File: src/rtl/innings_controller.sv
// -----------------------------------------------------------------------------
// innings_controller
// Scoring and sequencing controller for a two-innings limited-overs match.
// Each accepted delivery consumes a 4-bit random outcome code, updates the
// batting team's runs / wickets / ball counters, and produces a one-cycle
// acknowledge. Innings end on all wickets, all legal balls, or (second
// innings) a completed chase; the winner is latched on entering DONE.
//
// Ports
//   clk_fpga      in   1  system clock, rising edge
//   reset         in   1  asynchronous, active-high reset
//   advance       in   1  pulse: IDLE->INN1, BREAK->INN2
//   bowl          in   1  pulse: delivery request
//   lfsr_code     in   4  outcome code, sampled on an accepted bowl
//   state         out  3  IDLE=0, INN1=1, BREAK=2, INN2=3, DONE=4
//   batting_team  out  1  0=team1, 1=team2
//   runs          out  8  runs of the batting team (saturating)
//   wickets       out  4  wickets of the batting team
//   legal_balls   out  7  legal deliveries in the current innings
//   over_num      out  5  completed overs
//   ball_in_over  out  3  legal balls in the current over (0-5)
//   target        out  9  team1 runs + 1 from BREAK onward, else 0
//   last_outcome  out  4  code of the most recent accepted delivery
//   delivery_ack  out  1  pulse in the cycle after an accepted bowl
//   innings_over  out  1  high in BREAK
//   game_over     out  1  high in DONE
//   winner        out  2  00 none, 01 team1, 10 team2, 11 tie
// -----------------------------------------------------------------------------
module innings_controller #(
    parameter int MAX_BALLS = 120,
    parameter int MAX_WKTS  = 10
) (
    input  logic       clk_fpga,
    input  logic       reset,
    input  logic       advance,
    input  logic       bowl,
    input  logic [3:0] lfsr_code,
    output logic [2:0] state,
    output logic       batting_team,
    output logic [7:0] runs,
    output logic [3:0] wickets,
    output logic [6:0] legal_balls,
    output logic [4:0] over_num,
    output logic [2:0] ball_in_over,
    output logic [8:0] target,
    output logic [3:0] last_outcome,
    output logic       delivery_ack,
    output logic       innings_over,
    output logic       game_over,
    output logic [1:0] winner
);

    localparam logic [2:0] ST_IDLE  = 3'd0;
    localparam logic [2:0] ST_INN1  = 3'd1;
    localparam logic [2:0] ST_BREAK = 3'd2;
    localparam logic [2:0] ST_INN2  = 3'd3;
    localparam logic [2:0] ST_DONE  = 3'd4;

    localparam logic [6:0] BALL_LIMIT = 7'(MAX_BALLS);
    localparam logic [3:0] WKT_LIMIT  = 4'(MAX_WKTS);

    // Outcome decode: {legal, wicket, runs_added[2:0]}.
    function automatic logic [4:0] decode_outcome(input logic [3:0] code);
        logic [4:0] res;
        case (code)
            4'd0, 4'd1, 4'd2:         res = {1'b1, 1'b0, 3'd0};
            4'd3, 4'd4, 4'd5, 4'd6:   res = {1'b1, 1'b0, 3'd1};
            4'd7, 4'd8, 4'd9:         res = {1'b1, 1'b0, 3'd2};
            4'd10:                    res = {1'b1, 1'b0, 3'd3};
            4'd11:                    res = {1'b1, 1'b0, 3'd4};
            4'd12:                    res = {1'b1, 1'b0, 3'd6};
            4'd13, 4'd14:             res = {1'b0, 1'b0, 3'd1};
            4'd15:                    res = {1'b1, 1'b1, 3'd0};
            default:                  res = {1'b1, 1'b0, 3'd0};
        endcase
        return res;
    endfunction

    logic [2:0] next_state;
    logic       accept;
    logic       end_inn1;
    logic       end_inn2;
    logic [1:0] winner_calc;
    logic [4:0] outcome;
    logic [8:0] run_sum;
    logic [7:0] runs_sat;
    logic       limit_hit;
    logic       chase_done;
    logic [8:0] team2_plus1;

    assign outcome     = decode_outcome(lfsr_code);
    assign run_sum     = {1'b0, runs} + {6'd0, outcome[2:0]};
    assign runs_sat    = run_sum[8] ? 8'd255 : run_sum[7:0];
    // Counters are already updated by the time delivery_ack is high, so the
    // end-of-innings tests below look at the post-delivery values.
    assign limit_hit   = (wickets == WKT_LIMIT) || (legal_balls == BALL_LIMIT);
    assign chase_done  = ({1'b0, runs} >= target);
    // Comparing team2+1 against target avoids reconstructing team1's score.
    assign team2_plus1 = {1'b0, runs} + 9'd1;

    // State register with status flags derived from the upcoming state.
    always_ff @(posedge clk_fpga or posedge reset) begin
        if (reset) begin
            state        <= ST_IDLE;
            innings_over <= 1'b0;
            game_over    <= 1'b0;
        end else begin
            state        <= next_state;
            innings_over <= (next_state == ST_BREAK);
            game_over    <= (next_state == ST_DONE);
        end
    end

    // Next-state logic; innings end is only judged in the ack cycle.
    always_comb begin
        next_state = state;
        case (state)
            ST_IDLE: begin
                if (advance) next_state = ST_INN1;
                else         next_state = ST_IDLE;
            end
            ST_INN1: begin
                if (delivery_ack && limit_hit) next_state = ST_BREAK;
                else                           next_state = ST_INN1;
            end
            ST_BREAK: begin
                if (advance) next_state = ST_INN2;
                else         next_state = ST_BREAK;
            end
            ST_INN2: begin
                if (delivery_ack && (chase_done || limit_hit)) next_state = ST_DONE;
                else                                           next_state = ST_INN2;
            end
            ST_DONE:  next_state = ST_DONE;
            default:  next_state = ST_IDLE;
        endcase
    end

    // Control strobes for the datapath and the winner decision.
    always_comb begin
        accept      = 1'b0;
        end_inn1    = 1'b0;
        end_inn2    = 1'b0;
        winner_calc = 2'b00;
        // A bowl in the ack cycle is dropped so one delivery is in flight.
        if (bowl && !delivery_ack && ((state == ST_INN1) || (state == ST_INN2))) begin
            accept = 1'b1;
        end else begin
            accept = 1'b0;
        end
        end_inn1 = (state == ST_INN1) && (next_state == ST_BREAK);
        end_inn2 = (state == ST_INN2) && (next_state == ST_DONE);
        if (team2_plus1 > target) begin
            winner_calc = 2'b10;
        end else if (team2_plus1 < target) begin
            winner_calc = 2'b01;
        end else begin
            winner_calc = 2'b11;
        end
    end

    // Scoring datapath: delivery updates, innings changeover, winner latch.
    always_ff @(posedge clk_fpga or posedge reset) begin
        if (reset) begin
            batting_team <= 1'b0;
            runs         <= 8'd0;
            wickets      <= 4'd0;
            legal_balls  <= 7'd0;
            over_num     <= 5'd0;
            ball_in_over <= 3'd0;
            target       <= 9'd0;
            last_outcome <= 4'd0;
            delivery_ack <= 1'b0;
            winner       <= 2'b00;
        end else begin
            delivery_ack <= accept;
            if (accept) begin
                last_outcome <= lfsr_code;
                runs         <= runs_sat;
                if (outcome[3] && (wickets < WKT_LIMIT)) begin
                    wickets <= wickets + 4'd1;
                end else begin
                    wickets <= wickets;
                end
                if (outcome[4]) begin
                    legal_balls <= legal_balls + 7'd1;
                    if (ball_in_over == 3'd5) begin
                        ball_in_over <= 3'd0;
                        over_num     <= over_num + 5'd1;
                    end else begin
                        ball_in_over <= ball_in_over + 3'd1;
                    end
                end else begin
                    legal_balls <= legal_balls;
                end
            end else if (end_inn1) begin
                target       <= {1'b0, runs} + 9'd1;
                batting_team <= 1'b1;
                runs         <= 8'd0;
                wickets      <= 4'd0;
                legal_balls  <= 7'd0;
                over_num     <= 5'd0;
                ball_in_over <= 3'd0;
            end else if (end_inn2) begin
                winner <= winner_calc;
            end else begin
                winner <= winner;
            end
        end
    end

endmodule

File: config.mk
export PLATFORM = sky130hd
export DESIGN_NAME = innings_controller
export DESIGN_NICKNAME = d
export VERILOG_FILES = /design/src/rtl/innings_controller.sv
export SDC_FILE = /design/constraint.sdc
export NUM_CORES = 1
export LEC_CHECK = 0
export ABC_AREA = 1
export CORE_MARGIN = 2
export CORE_UTILIZATION = 53
export DETAILED_ROUTE_END_ITERATION = 10
export PLACE_DENSITY = 0.81
export SLEW_MARGIN = 20
export SYNTH_ARGS = -nofsm -noshare
export SYNTH_HDL_FRONTEND = slang
export SYNTH_SLANG_ARGS = --single-unit
File: constraint.sdc
create_clock -name clk_fpga -period 2.45 [get_ports clk_fpga]
set_input_delay 0.245 -clock clk_fpga [delete_from_list [all_inputs] [get_ports clk_fpga]]
set_output_delay 0.245 -clock clk_fpga [all_outputs]
set_load 0.005 [all_outputs]
After elaboration in Yosys (flattened, before gate mapping)
Memories as Yosys holds them, arrays and structs flattened. Cells that the tools add are included.

Output and inout bits: 49. Memory bits (read-only): 80. Memories: 1. Bits in registers: 49.

Add/sub/neg operators: 6. Bitwise logic cells: 2. Multiplexer cells: 25. Magnitude comparators: 4. Equality and inequality tests: 12. Reductions and logical operators: 18.

Memories: (name not given) (depth 16, width 5, read ports 1, clocked after Yosys merged registers in 0, write ports 0, RTL line 65) `case (code)`.

Operators with widths (number): 2-to-1 mux 8 bit (3); 2-to-1 mux 7 bit (3); 2-to-1 mux 5 bit (4); 2-to-1 mux 3 bit (5); case mux 3 bit (5 select lines) (1); 2-to-1 mux 4 bit (3); adder 8 x 1 -> 9 bit, second input constant (1); adder 8 x 3 -> 9 bit (1); equality test 3 x 2 -> 1 bit, second input constant (3); equality test 3 bit, second input constant (3); greater-or-equal comparator 8 x 9 -> 1 bit (1); greater-than comparator 9 bit (1); < comparator 9 bit (1); adder 7 x 1 -> 7 bit, second input constant (1); equality test 7 bit, second input constant (1); logical AND 1 bit (7); 2-to-1 mux 2 bit (3); != test 2 x 1 -> 1 bit, second input constant (3); AND reduction 2 bit (3); AND reduction 3 bit (2); adder 5 x 1 -> 5 bit, second input constant (1); adder 4 x 1 -> 4 bit, second input constant (1); equality test 4 bit, second input constant (1); < comparator 4 bit, second input constant (1); other kinds (8) (13).

Longest topological paths before layout
Gate-level depths: netlist of the first run.

Depth in word-level cells: 10. Gate-level depth with buffers: 16. Depth with buffers taken out: 16.

Worst setup path after synthesis of the first run
Ideal clock, no wire load.

Path type: input port to flip-flop. Start: in lfsr_code[0]. End: reg runs[6]. Arrival: 1951 ps. Data required time: 2324 ps. Buffers on the path: 0. Stages on the path: 16. Path slack: 373 ps. Cells stage by stage: inv_1 -> ha_1 -> nand2_1 -> inv_1 -> a21oi_1 -> o21ai_0 -> ha_1 -> fa_1 -> nand2_1 -> a21oi_1 -> nand2_1 -> nor2_1 -> o21ai_0 -> o21ai_0 -> nand2_1 -> o21ai_0.

Longest elaborated chain between the ends: 4.

Ends and longest elaborated chain: start, declared (RTL line 37) `input logic [3:0] lfsr_code,`; memory read (16 x 5 bit); adder 8 x 3 -> 9 bit (RTL line 92) `assign run_sum = {1'b0, runs} + {6'd0, outcome[2:0]};`; 2-to-1 mux 8 bit (RTL line 93) `assign runs_sat = run_sum[8] ? 8'd255 : run_sum[7:0];`; 2-to-1 mux 8 bit (RTL line 177) `if (accept) begin`; end signal, assigned (RTL line 179) `runs <= runs_sat;`; end, declared (RTL line 40) `output logic [7:0] runs,`.

No other way between the ends. A chain may end at the register's enable or synchronous reset.

Final worst setup path of the first run
Same ends and word-level chain as after synthesis.

==> flow_summary.json, run 1 <==
{
  "cts_tree": "done",
  "critPathMaxFanout": 3,
  "core_um2": 5540,
  "max_freq_ghz": 0.4464,
  "synth-edff-count": 0,
  "met2_length_mm": 3.367,
  "first_pass_iters": 4,
  "finClkSkew_ps": 10.15,
  "vias": 2689,
  "dr.first_iter.drc_count": 143,
  "finalCriticalPeriod_ps": 2240,
  "row_count": 27,
  "slowest_delay_ps": 400,
  "place_congestion": 0.9190,
  "crit_family": "adder cells",
  "ys.flop_type": "dfrtp_1",
  "fin_nets": 483,
  "drv_cap": 0,
  "cts_root_buffer": "clkbuf_8",
  "rrSetupSlack_ps": 260,
  "ys_warn_count": 0,
  "yosysUniqueCellTypes": 32,
  "cp.required_ps": 2640,
  "hold_class": "primary input to asynchronous set/reset pin",
  "design_area_um2": 3906,
  "dp_hpwl_mm": 5.228,
  "die_h_um": 79.76,
  "finalCritPeriodShare": 0.9143,
  "switching_share": 0.3751,
  "hold_ws_ps": 274.9,
  "ios": 57,
  "dieArea_um2": 6361,
  "fp.dieW_um": 79.76,
  "wl_met1_mm": 2.945,
  "grt_max_degree": 24,
  "grt_usage": 0.2319,
  "path_buf_inv": 2,
  "grt_first_pass_wirelength_mm": 11.79,
  "rsz0062_at_grt": "no",
  "p_per_area_nw_per_um2": 746.5,
  "synth.yosys.seq_area_share": 0.4031,
  "max_slew_margin": 0.6722,
  "synthesis.area_um2": 3042,
  "intPower_mw": 1.822,
  "setup_violations": 0,
  "initial_utilization": 0.5490,
  "syn-num-nets": 408,
  "post_dp_cell_area_um2": 3765,
  "antenna_cells": 0,
  "cts_buffers": 5,
  "path_class": "primary input to register",
  "hold_violations": 0,
  "status": "completed",
  "p_clk_frac": 0.201,
  "fin_util": 0.7051,
  "p_total_mw": 2.916,
  "clk_latency_ps": 300,
  "cts.sinks": 49,
  "seqPwrFrac": 0.378,
  "top_layer_used": "met4",
  "clk_pin_slew_ps": 100,
  "grt_pass1_vias": 2753,
  "cp_common_cell": "o21ai_0",
  "synthCells": 369,
  "area_delta_synth_final_pct": 28.42,
  "wl_per_cell_um": 12.88,
  "p_switching_mw": 1.094,
  "io_buffers": 56,
  "ys_ff_latch": 49,
  "vias_per_cell": 5.201,
  "route.final.wire_length_mm": 6.660,
  "syn_area_per_cell_um2": 8.243,
  "path_cells": "dlygate4sd2_1, buf_4, ha_1, nor2_1, nor2_1, o21ai_0, o21ai_1, ha_2, fa_2, nand2_2, a21oi_2, nand2_2, nor2_2, o21ai_0, o21ai_1, nand2_1, o21ai_0",
  "leakagePower_nw": 1.907,
  "ir_drop_mv": 0.4887,
  "clk_path_buf_depth": 2,
  "antenna_found_initial": 0,
  "power.share.combinational": 0.421,
  "htree_levels": 2,
  "grt_overflow": 0,
  "startpoint_type": "primary input",
  "final_antenna_net_count": 0,
  "crit_slowest_cell": "fa_2",
  "drt_drc_violations_left": 0,
  "final_max_slew_viol_count": 0,
  "drive_above_1_share": 0.1056,
  "end_kind": "register",
  "arrival_ps": 2430,
  "worst_pin_slew_ps": 491.0,
  "wl_met3_um": 286,
  "async_flop_share": 1.000
}
path summary, 6_finish.rpt:
kind                                          startpoint                          end  cells after the start
worst min-delay path                               reset      over_num[3]$_DFFE_PP0P_                      2
worst min register to register  batting_team$_DFFE_PP0P_     batting_team$_DFFE_PP0P_                      1
min in group clk_fpga                       lfsr_code[0]  last_outcome[0]$_DFFE_PP0P_                      3
worst max-delay path                        lfsr_code[0]          runs[6]$_DFFE_PP0P_                     17
worst max register to register       runs[5]$_DFFE_PP0P_        winner[0]$_DFFE_PP0P_                     10
max in group asynchronous                          reset        target[2]$_DFFE_PP0P_                      3
cell families (layout without fill, tap and decap cells):
kind of cell | count (synthesis) | in the layout | share of synthesized area
flops | 49 | 49 | 0.4031
fa+ha+maj | 31 | 31 | 0.1300
buf+inv | 52 | 128 | 0.07281
xor+xnor | 16 | 16 | 0.04607
simple gates | 152 | 152 | 0.2258
compound gates | 69 | 69 | 0.1222
flip-flops by register name, indices dropped and copies added (netlist names):
name          count
delivery_ack      1
over_num          5
batting_team      1
target            9
legal_balls       7
wickets           4
runs              8
innings_over      1
state             3
last_outcome      4
ball_in_over      3
winner            2
game_over         1
area by class of cell:
| class | count | area, um2 |
|---|---|---|
| fillers | 465 | 1634 |
| multi-input cells | 268 | 1617 |
| flip-flops and latches | 49 | 1226 |
| repair buffers | 71 | 673.1 |
| inverters | 49 | 188.9 |
| well taps | 72 | 90.09 |
| clock buffers | 6 | 72.57 |
| clock inverters | 2 | 38.79 |
metal layers:
layer	vias to the layer above	track usage
met1	1257	0.2807
met5	-	0
met2	65	0.4160
met3	6	0.04751
li1	1361	-
met4	0	0.06780
cell usage in the layout (no fill, tap or decap), types with 3 or more instances in the layout:
cell,count
nand3b_1,3
nand2_1,81
xnor2_1,3
inv_2,6
dfrtp_1,49
nand3_1,22
clkbuf_8,5
o31ai_1,3
nand2_4,4
nor2_1,25
nand4_1,4
o22ai_1,4
o21ai_1,6
nand2_2,5
ha_1,29
o21ai_0,40
xor2_1,13
buf_4,15
clkdlybuf4s50_1,53
a21oi_1,10
inv_1,42
what timing repair did:
action                                 in CTS  in global routing
hold buffers                                0                  0
buffers inserted                            1                  0
gates resized for setup                    12                  3
pin swaps                                   5                  1
setup endpoints to repair                   5                  8
endpoints found under the hold margin       0                  0
power by group through the flow:
| stage | Combinational (mW) | Clock, mW | Sequential [mW] |
|---|---|---|---|
| 6_report | 1.23 | 0.587 | 1.10 |
| 5_1_grt | 1.41 | 0.630 | 1.13 |
| 4_1_cts | 1.23 | 0.598 | 1.10 |
| 2_1_floorplan | 0.703 | 0 | 1.10 |
| 3_3_place_gp | 1.16 | 0 | 1.10 |
| 3_5_place_dp | 1.21 | 0 | 1.11 |
synthesized netlist by cell type (2+ instances only):
cell	instances	area [um2]
nor2_1	26	97.59
o22ai_1	4	25.02
dfrtp_1	49	1226
nand4_1	4	25.02
nor4_1	2	12.51
a21oi_1	11	55.05
nand2_1	83	311.6
inv_1	44	165.2
o21ai_2	2	17.52
xor2_1	13	113.9
inv_2	4	15.01
o21ai_1	2	10.01
o21ai_0	44	220.2
nand2_4	4	45.04
nor3_1	2	10.01
nand2_2	3	18.77
ha_1	30	375.4
xnor2_1	3	26.28
o31ai_1	3	22.52
nand3_1	22	110.1
nand3b_1	3	22.52
stage by stage:
step | setup TNS (ps) | instances | setup WS, ps
after global routing | 0 | 517 | 23.63
final | 0 | 517 | 209.9
after floorplan | 0 | 369 | 373.0
after CTS | 0 | 517 | 92.64
after detailed placement | -2627 | 508 | -419.4
after global placement | -1599 | 508 | -245.3
(Power assumes the default switching activity.)
==> run 2, diff against run 1 <==
PLACE_DENSITY = 0.84   (was 0.81)
==> run 2 against run 1 <==
Net effect:
- register-to-register slack hardly changed
- clock skew is 3.7 ps higher
- non-clock buffer count is 2 higher
- sequential cell count stayed put
- wire length is 4.7% higher
- fmax is 1.8% lower
- core utilization is 0.11 points lower
- largest power group unchanged
- first-iteration DRC count is 11% lower
- combinational power hardly changed
- hold slack worse by 66 ps
==> flow_summary.json, run 2 (synthesis gave the netlist of run 1 again) <==
{
  "io_buffers": 56,
  "die_h_um": 79.76,
  "final_max_slew_viol_count": 0,
  "rsz0062_at_grt": "no",
  "clk_path_buf_depth": 2,
  "final_cell_mix": "81 x nand2_1, 54 x clkdlybuf4s50_1, 48 x dfrtp_1",
  "arrival_ps": 2520,
  "p_switching_mw": 1.117,
  "max_slew_margin": 0.7576,
  "cts.sinks": 49,
  "tns_ps": 0,
  "r2r_start": "runs[0]$_DFFE_PP0P_",
  "postCtsHoldBufs": 0,
  "grt_pass1_vias": 2708,
  "fp.dieW_um": 79.76,
  "startpoint": "lfsr_code[2]",
  "path_class": "primary input to register",
  "crit_slowest_cell": "clkdlybuf4s50_1",
  "status": "completed",
  "path_buf_inv": 3,
  "grt_first_pass_wirelength_mm": 11.95,
  "p_clk_frac": 0.174,
  "final_antenna_net_count": 0,
  "setup_ws_ps": 169.5,
  "design_area_um2": 3900,
  "hold_violations": 0,
  "p_per_area_nw_per_um2": 730.3,
  "dr.first_iter.drc_count": 127,
  "crit_family": "buffers and inverters",
  "largest_reg_flops": 9,
  "post_dp_cell_area_um2": 3772,
  "hold_class": "primary input to asynchronous set/reset pin",
  "end_kind": "register",
  "place_congestion": 0.9566,
  "mostFrequentLayoutCell": "nand2_1",
  "largestRegisters": "target x9, runs x8, legal_balls x7",
  "htree_levels": 2,
  "wl_per_cell_um": 13.43,
  "slowest_delay_ps": 590,
  "grt_max_degree": 21,
  "path_cells": "clkdlybuf4s50_1, nand2_1, inv_2, a21oi_1, o21ai_1, ha_2, fa_2, nand2_2, a21oi_2, nand2_2, nor3_4, inv_1, nand3_1, nand2_1, o21ai_0",
  "drv_cap": 0,
  "antenna_cells": 0,
  "finClkSkew_ps": 13.87,
  "setup_violations": 0,
  "fillers": 452,
  "seqPwrFrac": 0.386,
  "grt_overflow": 0,
  "ir_drop_mv": 0.4502,
  "cts_buffers": 5,
  "clk_latency_ps": 320,
  "max_freq_ghz": 0.4385,
  "route.final.wire_length_mm": 6.972,
  "cts_root_buffer": "clkbuf_8",
  "grt_usage": 0.2398,
  "clk_pin_slew_ps": 100,
  "finalCritPeriodShare": 0.9308,
  "switching_share": 0.3922,
  "intPower_mw": 1.731,
  "critPathMaxFanout": 6,
  "dp_hpwl_mm": 5.340,
  "startpoint_type": "primary input",
  "vias": 2776,
  "vias_per_cell": 5.349,
  "first_pass_iters": 4,
  "post-place-ws_ps": -305.4,
  "cp.required_ps": 2690,
  "antenna_found_initial": 0,
  "hold_ws_ps": 209.3,
  "area_delta_synth_final_pct": 28.22,
  "multiInputGateArea_um2": 1614,
  "dieArea_um2": 6361,
  "ios": 57,
  "rrSetupSlack_ps": 270,
  "cts_tree": "done",
  "core_um2": 5540,
  "finalCriticalPeriod_ps": 2281,
  "drt_drc_violations_left": 0,
  "max_flop_register": "target",
  "row_count": 27,
  "drive_above_1_share": 0.1096,
  "initial_utilization": 0.5490,
  "power.share.combinational": 0.440,
  "fin_nets": 485,
  "worst_pin_slew_ps": 363.1,
  "leakagePower_nw": 1.911,
  "fin_util": 0.7039,
  "register_area_um2": 1227
}
## run 2: cell types whose count changed in the layout (fill, tap and decap cells not counted), sizes merged
cell / change
bufinv: -1
inv: +1
dlygate4sd2: -2
dlymetal6s2s: +1
buf: +2
clkdlybuf4s50: +1
## run 2: final cells by class
cell class | count | area share
clock buffer | 6 | 0.01861
clock inverter | 2 | 0.003529
inverter | 49 | 0.04844
multi-input combinational | 268 | 0.4139
sequential | 49 | 0.3147
tap | 72 | 0.02310
timing repair buffer | 73 | 0.1777
## run 2: worst reg2reg max path, stage by stage (launching register included)
cell      delay (ps)
dfrtp_1          370
ha_1             180
nand3_1          150
nor3_1           240
xor2_1           250
ha_1             290
nand2_1          110
nor2_1            60
nand3b_1          90
nand3_1          120
nand2_1           80
inv_1             40
o21ai_1          120
## run 2: per-layer routing
metal | share of wire | up-vias | track usage
li1 | - | 1367 | -
met1 | 0.42 | 1313 | 0.3017
met2 | 0.51 | 80 | 0.4126
met3 | 0.044 | 16 | 0.03507
met4 | 0.026 | 0 | 0.1000
met5 | 0 | - | 0
## run 2: timing repair
item,CTS,global route
gates resized for setup,0,14
setup endpoints to repair,0,7
setup buffers,0,2
## run 2: per-stage QoR
stage / instances / power (mW)
2_1_floorplan: 369 / 1.808
3_3_place_gp: 509 / 2.271
3_5_place_dp: 509 / 2.334
4_1_cts: 517 / 2.831
5_1_grt: 519 / 3.088
6_report: 519 / 2.848
## run 2: final timing paths
path                                          endpoint  cells past startpoint
min in group clk_fpga      last_outcome[1]$_DFFE_PP0P_                      3
min reg2reg                   batting_team$_DFFE_PP0P_                      1
max                                runs[7]$_DFFE_PP0P_                     15
min                                runs[0]$_DFFE_PP0P_                      2
max in group asynchronous      over_num[4]$_DFFE_PP0P_                      3
max reg2reg                      winner[0]$_DFFE_PP0P_                     12
## run 2: power groups by stage
| stage | clock network [mW] | logic [mW] | registers [mW] |
|---|---|---|---|
| final | 0.495 | 1.25 | 1.10 |
| after global routing | 0.534 | 1.43 | 1.13 |
| after CTS | 0.501 | 1.23 | 1.10 |
| after detailed placement | 0 | 1.22 | 1.11 |
| after global placement | 0 | 1.16 | 1.11 |
| after floorplan | 0 | 0.703 | 1.10 |
==> run 3, diff against run 2 <==
HOLD_SLACK_MARGIN = 0.02   (was not set)
==> results of run 3 <==
The final DEF is identical to that of run 2; final timing and power are the same.
